### src/rtl/dmem_bus_ctrl_pkg.sv
// Shared definitions for the data-memory bus controller: FSM encoding and
// the default timeout / read-abort constants.
package dmem_bus_ctrl_pkg;

    typedef enum logic [1:0] {
        ST_IDLE = 2'd0,
        ST_BUSY = 2'd1,
        ST_DONE = 2'd2
    } state_t;

    localparam int          DEFAULT_TIMEOUT  = 255;
    localparam logic [31:0] READ_ABORT_VALUE = 32'h0;

endpackage

### src/rtl/dmem_bus_ctrl_if.sv
// Variable-latency memory bus between the controller (master) and memory (slave).
interface dmem_bus_ctrl_if #(
    parameter int ADDR_W = 32,
    parameter int DATA_W = 32
);

    // Handshake: bus_req rises with bus_we/bus_addr/bus_wdata valid and holds all
    // of them stable until memory answers with a one-cycle bus_ack (bus_rdata valid
    // in that same cycle); bus_req drops on the edge that samples bus_ack.
    logic              bus_req;
    logic              bus_we;
    logic [ADDR_W-1:0] bus_addr;
    logic [DATA_W-1:0] bus_wdata;
    logic [DATA_W-1:0] bus_rdata;
    logic              bus_ack;

    modport master (
        output bus_req, bus_we, bus_addr, bus_wdata,
        input  bus_rdata, bus_ack
    );

    modport slave (
        input  bus_req, bus_we, bus_addr, bus_wdata,
        output bus_rdata, bus_ack
    );

endinterface

### src/rtl/dmem_bus_ctrl_timeout_ctr.sv
// Cycle counter for the BUSY wait; tc flags the last cycle before an abort.
module dmem_timeout_ctr
    import dmem_bus_ctrl_pkg::*;
#(
    parameter int TIMEOUT = DEFAULT_TIMEOUT
) (
    input  logic clk,
    input  logic clr,
    input  logic en,
    output logic tc
);

    logic [7:0] count;

    always_ff @(posedge clk) begin
        if (clr) begin
            count <= '0;
        end else if (en) begin
            count <= count + 8'd1;
        end
    end

    assign tc = (count == 8'(TIMEOUT - 1));

endmodule

### src/rtl/dmem_bus_ctrl.sv
// Turns single-cycle core loads/stores into req/ack bus transactions,
// stalling the core until each one completes or times out.
module dmem_bus_ctrl
    import dmem_bus_ctrl_pkg::*;
#(
    parameter int ADDR_W  = 32,
    parameter int DATA_W  = 32,
    parameter int TIMEOUT = DEFAULT_TIMEOUT
) (
    input  logic              clk,
    input  logic              reset,
    input  logic [ADDR_W-1:0] data_addr,
    input  logic [DATA_W-1:0] data_in,
    input  logic              mem_read,
    input  logic              mem_write,
    output logic [DATA_W-1:0] data_out,
    output logic              stall,
    output logic              align_err,
    output logic              bus_err,
    output state_t            dbgState,
    dmem_bus_ctrl_if.master   mbus
);

    state_t state;
    logic   access;
    logic   aligned;
    logic   timerTc;

    assign access   = mem_read | mem_write;
    assign aligned  = (data_addr[1:0] == 2'b00);
    assign dbgState = state;

    dmem_timeout_ctr #(.TIMEOUT(TIMEOUT)) uTimer (
        .clk (clk),
        .clr (reset || (state != ST_BUSY)),
        .en  (state == ST_BUSY),
        .tc  (timerTc)
    );

    // Stall goes up in the accepting IDLE cycle so the core never advances past it.
    always_comb begin
        stall = 1'b0;
        if (state == ST_BUSY) begin
            stall = 1'b1;
        end else if ((state == ST_IDLE) && access && aligned) begin
            stall = 1'b1;
        end
    end

    always_ff @(posedge clk) begin
        if (reset) begin
            state          <= ST_IDLE;
            data_out       <= '0;
            mbus.bus_req   <= 1'b0;
            mbus.bus_we    <= 1'b0;
            mbus.bus_addr  <= '0;
            mbus.bus_wdata <= '0;
            align_err      <= 1'b0;
            bus_err        <= 1'b0;
        end else begin
            align_err <= 1'b0;
            bus_err   <= 1'b0;
            case (state)
                ST_IDLE: begin
                    if (access) begin
                        if (aligned) begin
                            mbus.bus_addr  <= data_addr;
                            mbus.bus_wdata <= data_in;
                            mbus.bus_we    <= mem_write;
                            mbus.bus_req   <= 1'b1;
                            state          <= ST_BUSY;
                        end else begin
                            align_err <= 1'b1;
                        end
                    end
                end
                ST_BUSY: begin
                    // Ack takes priority over a timeout landing in the same cycle.
                    if (mbus.bus_ack) begin
                        mbus.bus_req <= 1'b0;
                        if (!mbus.bus_we) begin
                            data_out <= mbus.bus_rdata;
                        end
                        state <= ST_DONE;
                    end else if (timerTc) begin
                        mbus.bus_req <= 1'b0;
                        bus_err      <= 1'b1;
                        if (!mbus.bus_we) begin
                            data_out <= DATA_W'(READ_ABORT_VALUE);
                        end
                        state <= ST_DONE;
                    end
                end
                ST_DONE: begin
                    state <= ST_IDLE;
                end
                default: begin
                    state <= ST_IDLE;
                end
            endcase
        end
    end

endmodule

### src/flat_wrapper.sv
// flat-port wrapper written by rule: the top's interface ports become plain ports
module dmem_bus_ctrl_flat import dmem_bus_ctrl_pkg::*;
#(
    parameter int ADDR_W  = 32,
    parameter int DATA_W  = 32,
    parameter int TIMEOUT = DEFAULT_TIMEOUT
)
  (clk, reset, data_addr, data_in, mem_read, mem_write, data_out, stall, align_err, bus_err, dbgState, mbus_bus_req, mbus_bus_we, mbus_bus_addr, mbus_bus_wdata, mbus_bus_rdata, mbus_bus_ack);
  dmem_bus_ctrl_if #(.ADDR_W(ADDR_W), .DATA_W(DATA_W)) mbus_i ();
  input  logic clk;
  input  logic reset;
  input  logic [ADDR_W-1:0] data_addr;
  input  logic [DATA_W-1:0] data_in;
  input  logic mem_read;
  input  logic mem_write;
  output logic [DATA_W-1:0] data_out;
  output logic stall;
  output logic align_err;
  output logic bus_err;
  output state_t dbgState;
  output wire logic [$bits(mbus_i.bus_req)-1:0] mbus_bus_req;
  output wire logic [$bits(mbus_i.bus_we)-1:0] mbus_bus_we;
  output wire logic [$bits(mbus_i.bus_addr)-1:0] mbus_bus_addr;
  output wire logic [$bits(mbus_i.bus_wdata)-1:0] mbus_bus_wdata;
  input wire logic [$bits(mbus_i.bus_rdata)-1:0] mbus_bus_rdata;
  input wire logic [$bits(mbus_i.bus_ack)-1:0] mbus_bus_ack;
  assign mbus_bus_req = mbus_i.bus_req;
  assign mbus_bus_we = mbus_i.bus_we;
  assign mbus_bus_addr = mbus_i.bus_addr;
  assign mbus_bus_wdata = mbus_i.bus_wdata;
  assign mbus_i.bus_rdata = mbus_bus_rdata;
  assign mbus_i.bus_ack = mbus_bus_ack;
  dmem_bus_ctrl #(.ADDR_W(ADDR_W), .DATA_W(DATA_W), .TIMEOUT(TIMEOUT)) u_core (.clk(clk), .reset(reset), .data_addr(data_addr), .data_in(data_in), .mem_read(mem_read), .mem_write(mem_write), .data_out(data_out), .stall(stall), .align_err(align_err), .bus_err(bus_err), .dbgState(dbgState), .mbus(mbus_i));
endmodule
### config.mk
export PLATFORM = sky130hd
export DESIGN_NAME = dmem_bus_ctrl_flat
export DESIGN_NICKNAME = d
export VERILOG_FILES = /design/src/rtl/dmem_bus_ctrl_pkg.sv /design/src/rtl/dmem_bus_ctrl_if.sv /design/src/rtl/dmem_bus_ctrl_timeout_ctr.sv /design/src/rtl/dmem_bus_ctrl.sv /design/src/flat_wrapper.sv
export SDC_FILE = /design/constraint.sdc
export NUM_CORES = 1
export LEC_CHECK = 0
export BUFFER_PORTS_ARGS = -buffer_cell sky130_fd_sc_hd__clkbuf_2
export CAP_MARGIN = 30
export CORE_UTILIZATION = 53
export CTS_BUF_LIST = sky130_fd_sc_hd__clkbuf_8
export CTS_CLUSTER_SIZE = 12
export DETAILED_ROUTE_END_ITERATION = 10
export HOLD_SLACK_MARGIN = 0.05
export PLACE_DENSITY = 0.88
export SYNTH_ARGS = -nofsm -noshare
export SYNTH_HDL_FRONTEND = slang
export SYNTH_SLANG_ARGS = --single-unit
### constraint.sdc
create_clock -name clk -period 3.6 [get_ports clk]
set_input_delay 0.54 -clock clk [delete_from_list [all_inputs] [get_ports clk]]
set_output_delay 0.54 -clock clk [all_outputs]
set_load 0.02 [all_outputs]
# Yosys cells after proc, flatten, opt, wreduce, memory -nomap -nowiden
# Cells that the tools add are included.
classes:
  muxes: 18
  addsub: 1
  n_reduce_logical: 13
  bitwise: 5
  n_eq_ne: 6
op_table:
  columns: ["cell", "count"]
  rows:
  - ["$mux W32", 4]
  - ["$reduce_and A3 Y1", 3]
  - ["$add A8 B1 Y8 const B", 1]
  - ["$eq A8 B8 Y1 const B", 1]
  - ["$mux W1", 8]
  - ["$mux W2", 4]
  - ["$ne A2 B1 Y1 const B", 3]
  - ["$reduce_or A3 Y1", 2]
  - ["$logic_not A2 Y1", 2]
  - ["$not A1 Y1", 4]
  - ["$pmux W2 S2", 1]
  - ["$reduce_and A4 Y1", 1]
  - ["$reduce_bool A2 Y1", 2]
  - ["$ne A3 B2 Y1 const B", 1]
  - ["$eq A2 B1 Y1 const B", 1]
  - ["$logic_and A1 B1 Y1", 2]
  - ["$pmux W1 S2", 1]
  - ["$logic_or A1 B1 Y1", 1]
  - ["$or A1 B1 Y1", 1]
word_totals:
  input_bits: 101
  regBits: 110
  wordCells: 52

# Logic depth before layout (Yosys ltp)
depth:
  ltp_word: 5
  mapped_depth: 6

# By module
# Synthesis repeated with hierarchy kept, for this count alone.
unflattened:
  hier_cells: 442
  hier_area_um2: 4760.8
by_module_without_submodules:
  columns: ["module", "area_each_um2", "instances", "cells_each"]
  rows:
  - ["dmem_bus_ctrl", 4401.7, 1, 401]
  - ["dmem_timeout_ctr", 359.1, 1, 41]

# Worst setup path after synthesis
# Ideal clock, no wire load.
synth_timing:
  path_kind: "input port to output port"
  startpoint: "input mem_write"
  endpoint: "output stall"
  cell_stages: 4
  t_arrival_ps: 1223
  path_slack_ps: 1837
  cell_sequence: "or2_2 -> buf_2 -> nand3_1 -> nand2_1"
synth_via:
  elab_chain_len: 5
synth_rtl:
  columns: ["element", "line", "text"]
  rows:
  - ["from (decl)", "flat_wrapper.sv:15", "input logic mem_write;"]
  - ["$or A1 B1 Y1", "dmem_bus_ctrl.sv:29", "assign access = mem_read | mem_write;"]
  - ["$logic_and A1 B1 Y1 (2 in series)", "dmem_bus_ctrl.sv:45", "end else if ((state == ST_IDLE) && access && aligned) begin"]
  - ["$mux W1", "dmem_bus_ctrl.sv:45", null]
  - ["$mux W1", "dmem_bus_ctrl.sv:43", "if (state == ST_BUSY) begin"]
  - ["to (decl)", "flat_wrapper.sv:17", "output logic stall;"]
# No other way between the ends.

# Worst setup path in the final report
# Ends and elaborated chain as after synthesis.

==> results.json <==
{
  "worstHoldPathType": "in -> reg",
  "path_cells": "clkbuf_2 -> or2_2 -> nand3_1 -> nand2_1 -> clkbuf_2",
  "vdd_drop_max_uv": 280,
  "finalClockSkew_ns": 0.0183,
  "initialDrtViolationCount": 267,
  "fill_cells": 681,
  "cts_setup_buffers": 0,
  "p_leak_nw": 2.30,
  "diodes": 0,
  "synth_xor_area_share_pct": 0.570,
  "crit_type": "in -> out",
  "synth_top_area_cell": "dfxtp_1",
  "clkTransAtPathRegs_ns": 0.11,
  "hp-start": "mbus_bus_ack",
  "yosys-top-cells-area": "dfxtp_1, a21oi_1, o31ai_1",
  "fin_nets": 775,
  "drive_gt1_share_pct": 35.3,
  "arrival_ns": 1.35,
  "crit_top_cell": "clkbuf_2",
  "die-area_um2": 9080,
  "crit_slowest_cell": "or2_2",
  "drc": 0,
  "clkSinkCount": 110,
  "finalMaxSlewViolations": 0,
  "cp_top_family": "simple AND/OR/NAND/NOR gates",
  "hold_viol_final": 0,
  "antenna_found_initial": 0,
  "pre_cts_ws_ns": 1.49,
  "cts_tree": "done",
  "synth_mux_area_share_pct": 0,
  "worstSetupEndpointType": "primary output",
  "synth_compound_area_share_pct": 27.9,
  "rows": 33,
  "coreArea_um2": 8300,
  "synth_seq_area_share_pct": 47.8,
  "viasPerCell": 6.14,
  "synthAdderAreaFrac_pct": 0.543,
  "fmax_mhz": 529,
  "yosys_warnings": 0,
  "syn-cell-area_um2": 4610,
  "worstPathMaxFanout": 3,
  "cp-startpoint": "mem_write",
  "synth_cell_type_count": 33,
  "finalSetupViolCount": 0,
  "cts_hold_buf": 0,
  "finalCoreUtilization_pct": 68.9,
  "cts-resized-gates": 0,
  "grt_max_degree": 65,
  "grt_first_pass_wirelength_um": 19800,
  "rsz0062_at_grt": "no",
  "clk_root_buffer_cell": "clkbuf_8",
  "clock_latency_ns": 0.36,
  "r2r_start": "u_core.dbgState[0]",
  "max_stage_delay_ns": 0.31,
  "grt_pass1_vias": 4279,
  "layout_setup_ws_ns": 1.71,
  "syn_inst": 512,
  "tns_ns": 0,
  "netlist.area_leader.share_pct": 47.8,
  "period_minus_slack_ns": 1.89,
  "io_pins": 204,
  "powerDensity_nw_per_um2": 408,
  "relSlewSlack_pct": 48.1,
  "critPathBufInv": 2,
  "initial_core_util_pct": 55.6,
  "syn_to_final_growth_pct": 24.0,
  "critPathRequiredTime_ns": 3.06,
  "grt.overflow.total": 0,
  "wirelength_um": 12900,
  "syn_area_per_cell_um2": 9.01,
  "startpoint_type": "input port",
  "hpwlAfterDp_um": 8610,
  "worst_pin_slew_ns": 0.779,
  "cts_buffers": 9,
  "place.gp.congestion": 0.783,
  "status": "finished clean",
  "die_w_um": 95.3,
  "maxCapViolCount": 0,
  "synthSimpleGateAreaFrac_pct": 15.2,
  "clockBufferDepth": 2,
  "ys_seq_elements": 110,
  "dieHeight_um": 95.3,
  "wl_per_cell_um": 16.5,
  "numPortBuffers": 203,
  "synth_top_family_by_area": "compound AO/OA/AOI/OAI gates",
  "vias": 4800,
  "htree_levels": 3,
  "period_share_pct": 52.5,
  "r2r_setup_slack_ns": 1.74,
  "ant_nets": 0,
  "grt_use_total_pct": 27.5,
  "synth_fp_nets": 615,
  "firstDrtPassIters": 5
}
[worst register-to-register path, cell delays in order, from the launching register on]
cell and delay (ns):
dfxtp_1 0.46, and4bb_2 0.41, buf_4 0.46, a21oi_1 0.14, a311oi_1 0.29
[cell usage after synthesis]
library cell  number
dfxtp_1          110
a21oi_1           98
o31ai_1           64
nand4_1           63
nand2_1           35
a311oi_1          32
clkbuf_1          29
buf_2             15
buf_6             10
buf_1              8
nor2_1             8
nand3_1            6
buf_4              4
inv_1              3
ha_1               2
nand2b_1           2
nor3b_1            2
nor4_1             2
o21ai_0            2
or2_2              2
or3_1              2
xor2_1             2
a221oi_1           1
and2b_1            1
and4bb_1           1
nor2_2             1
nor2b_1            1
nor3_1             1
o21bai_2           1
o22ai_1            1
or2_1              1
or4_1              1
xnor2_1            1
[logic make-up (layout without fill, tap and decap cells)]
logic type	Yosys count	in the layout
flops	110	110
xor+xnor	3	3
compound gates	199	199
fa+ha+maj	2	2
simple gates	129	129
buf+inv	69	234
[routing by layer]
metal	vias to the layer above	global-route usage [%]	share of wire, %
li1	2291	-	-
met1	2240	33.4	40
met2	245	46.1	49
met3	24	6.30	8.3
met4	0	12.5	2.1
met5	-	0	0
[report_power, final]
group	total [W]	switching, W	leakage [nW]	internal, W
sequential	0.00128	0.0000249	0.893	0.00126
clock	0.000693	0.000418	0.0907	0.000275
combinational	0.000357	0.000235	1.32	0.000122
[through the flow]
stage | hold WS [ns] | instances | cell area (µm²) | total power [W]
5_1_grt | 0.353 | 782 | 5720 | 0.00244
3_3_place_gp | 0.454 | 764 | 5500 | 0.00165
4_1_cts | 0.369 | 782 | 5720 | 0.00234
3_5_place_dp | 0.462 | 766 | 5530 | 0.00166
2_1_floorplan | 0.441 | 512 | 4610 | 0.00153
6_report | 0.384 | 782 | 5720 | 0.00233
[area by class of cell]
type / instances / area [µm²] / area share [%]
well taps: 105 / 131 / 2.30
flip-flops and latches: 110 / 2200 / 38.5
inverters: 3 / 11.3 / 0.197
clock inverters: 6 / 45.0 / 0.788
repair buffers: 215 / 1130 / 19.7
multi-input cells: 333 / 2060 / 36.1
clock buffers: 10 / 138 / 2.41
[layout by cell type, fill, tap and decap left out, drive strengths merged, types with 2 or more instances in the layout]
master	n
clkinvlp	2
or2	3
ha	2
nor3b	2
dfxtp	110
nand2	35
inv	6
a21oi	98
o31ai	64
or3	2
o21ai	2
nor2	9
clkbuf	212
a311oi	32
buf	13
nand2b	2
nand3	6
nor4	2
xor2	2
nand4	63
[registers in the layout, summed over array words and instances (netlist names)]
signal,flops
u_core.mbus.bus_req,1
u_core.mbus.bus_wdata,32
u_core.bus_err,1
u_core.data_out,32
u_core.dbgState,2
u_core.align_err,1
u_core.uTimer.count,8
u_core.mbus.bus_we,1
u_core.mbus.bus_addr,32
[path summary, 6_finish.rpt]
path / end / depth (start not counted)
worst max register to register: u_core.data_out[7] / 4
worst min-delay path: u_core.bus_err / 2
worst max-delay path: stall / 5
worst min register to register: u_core.mbus.bus_wdata[9] / 2
(Power assumes the default switching activity.)
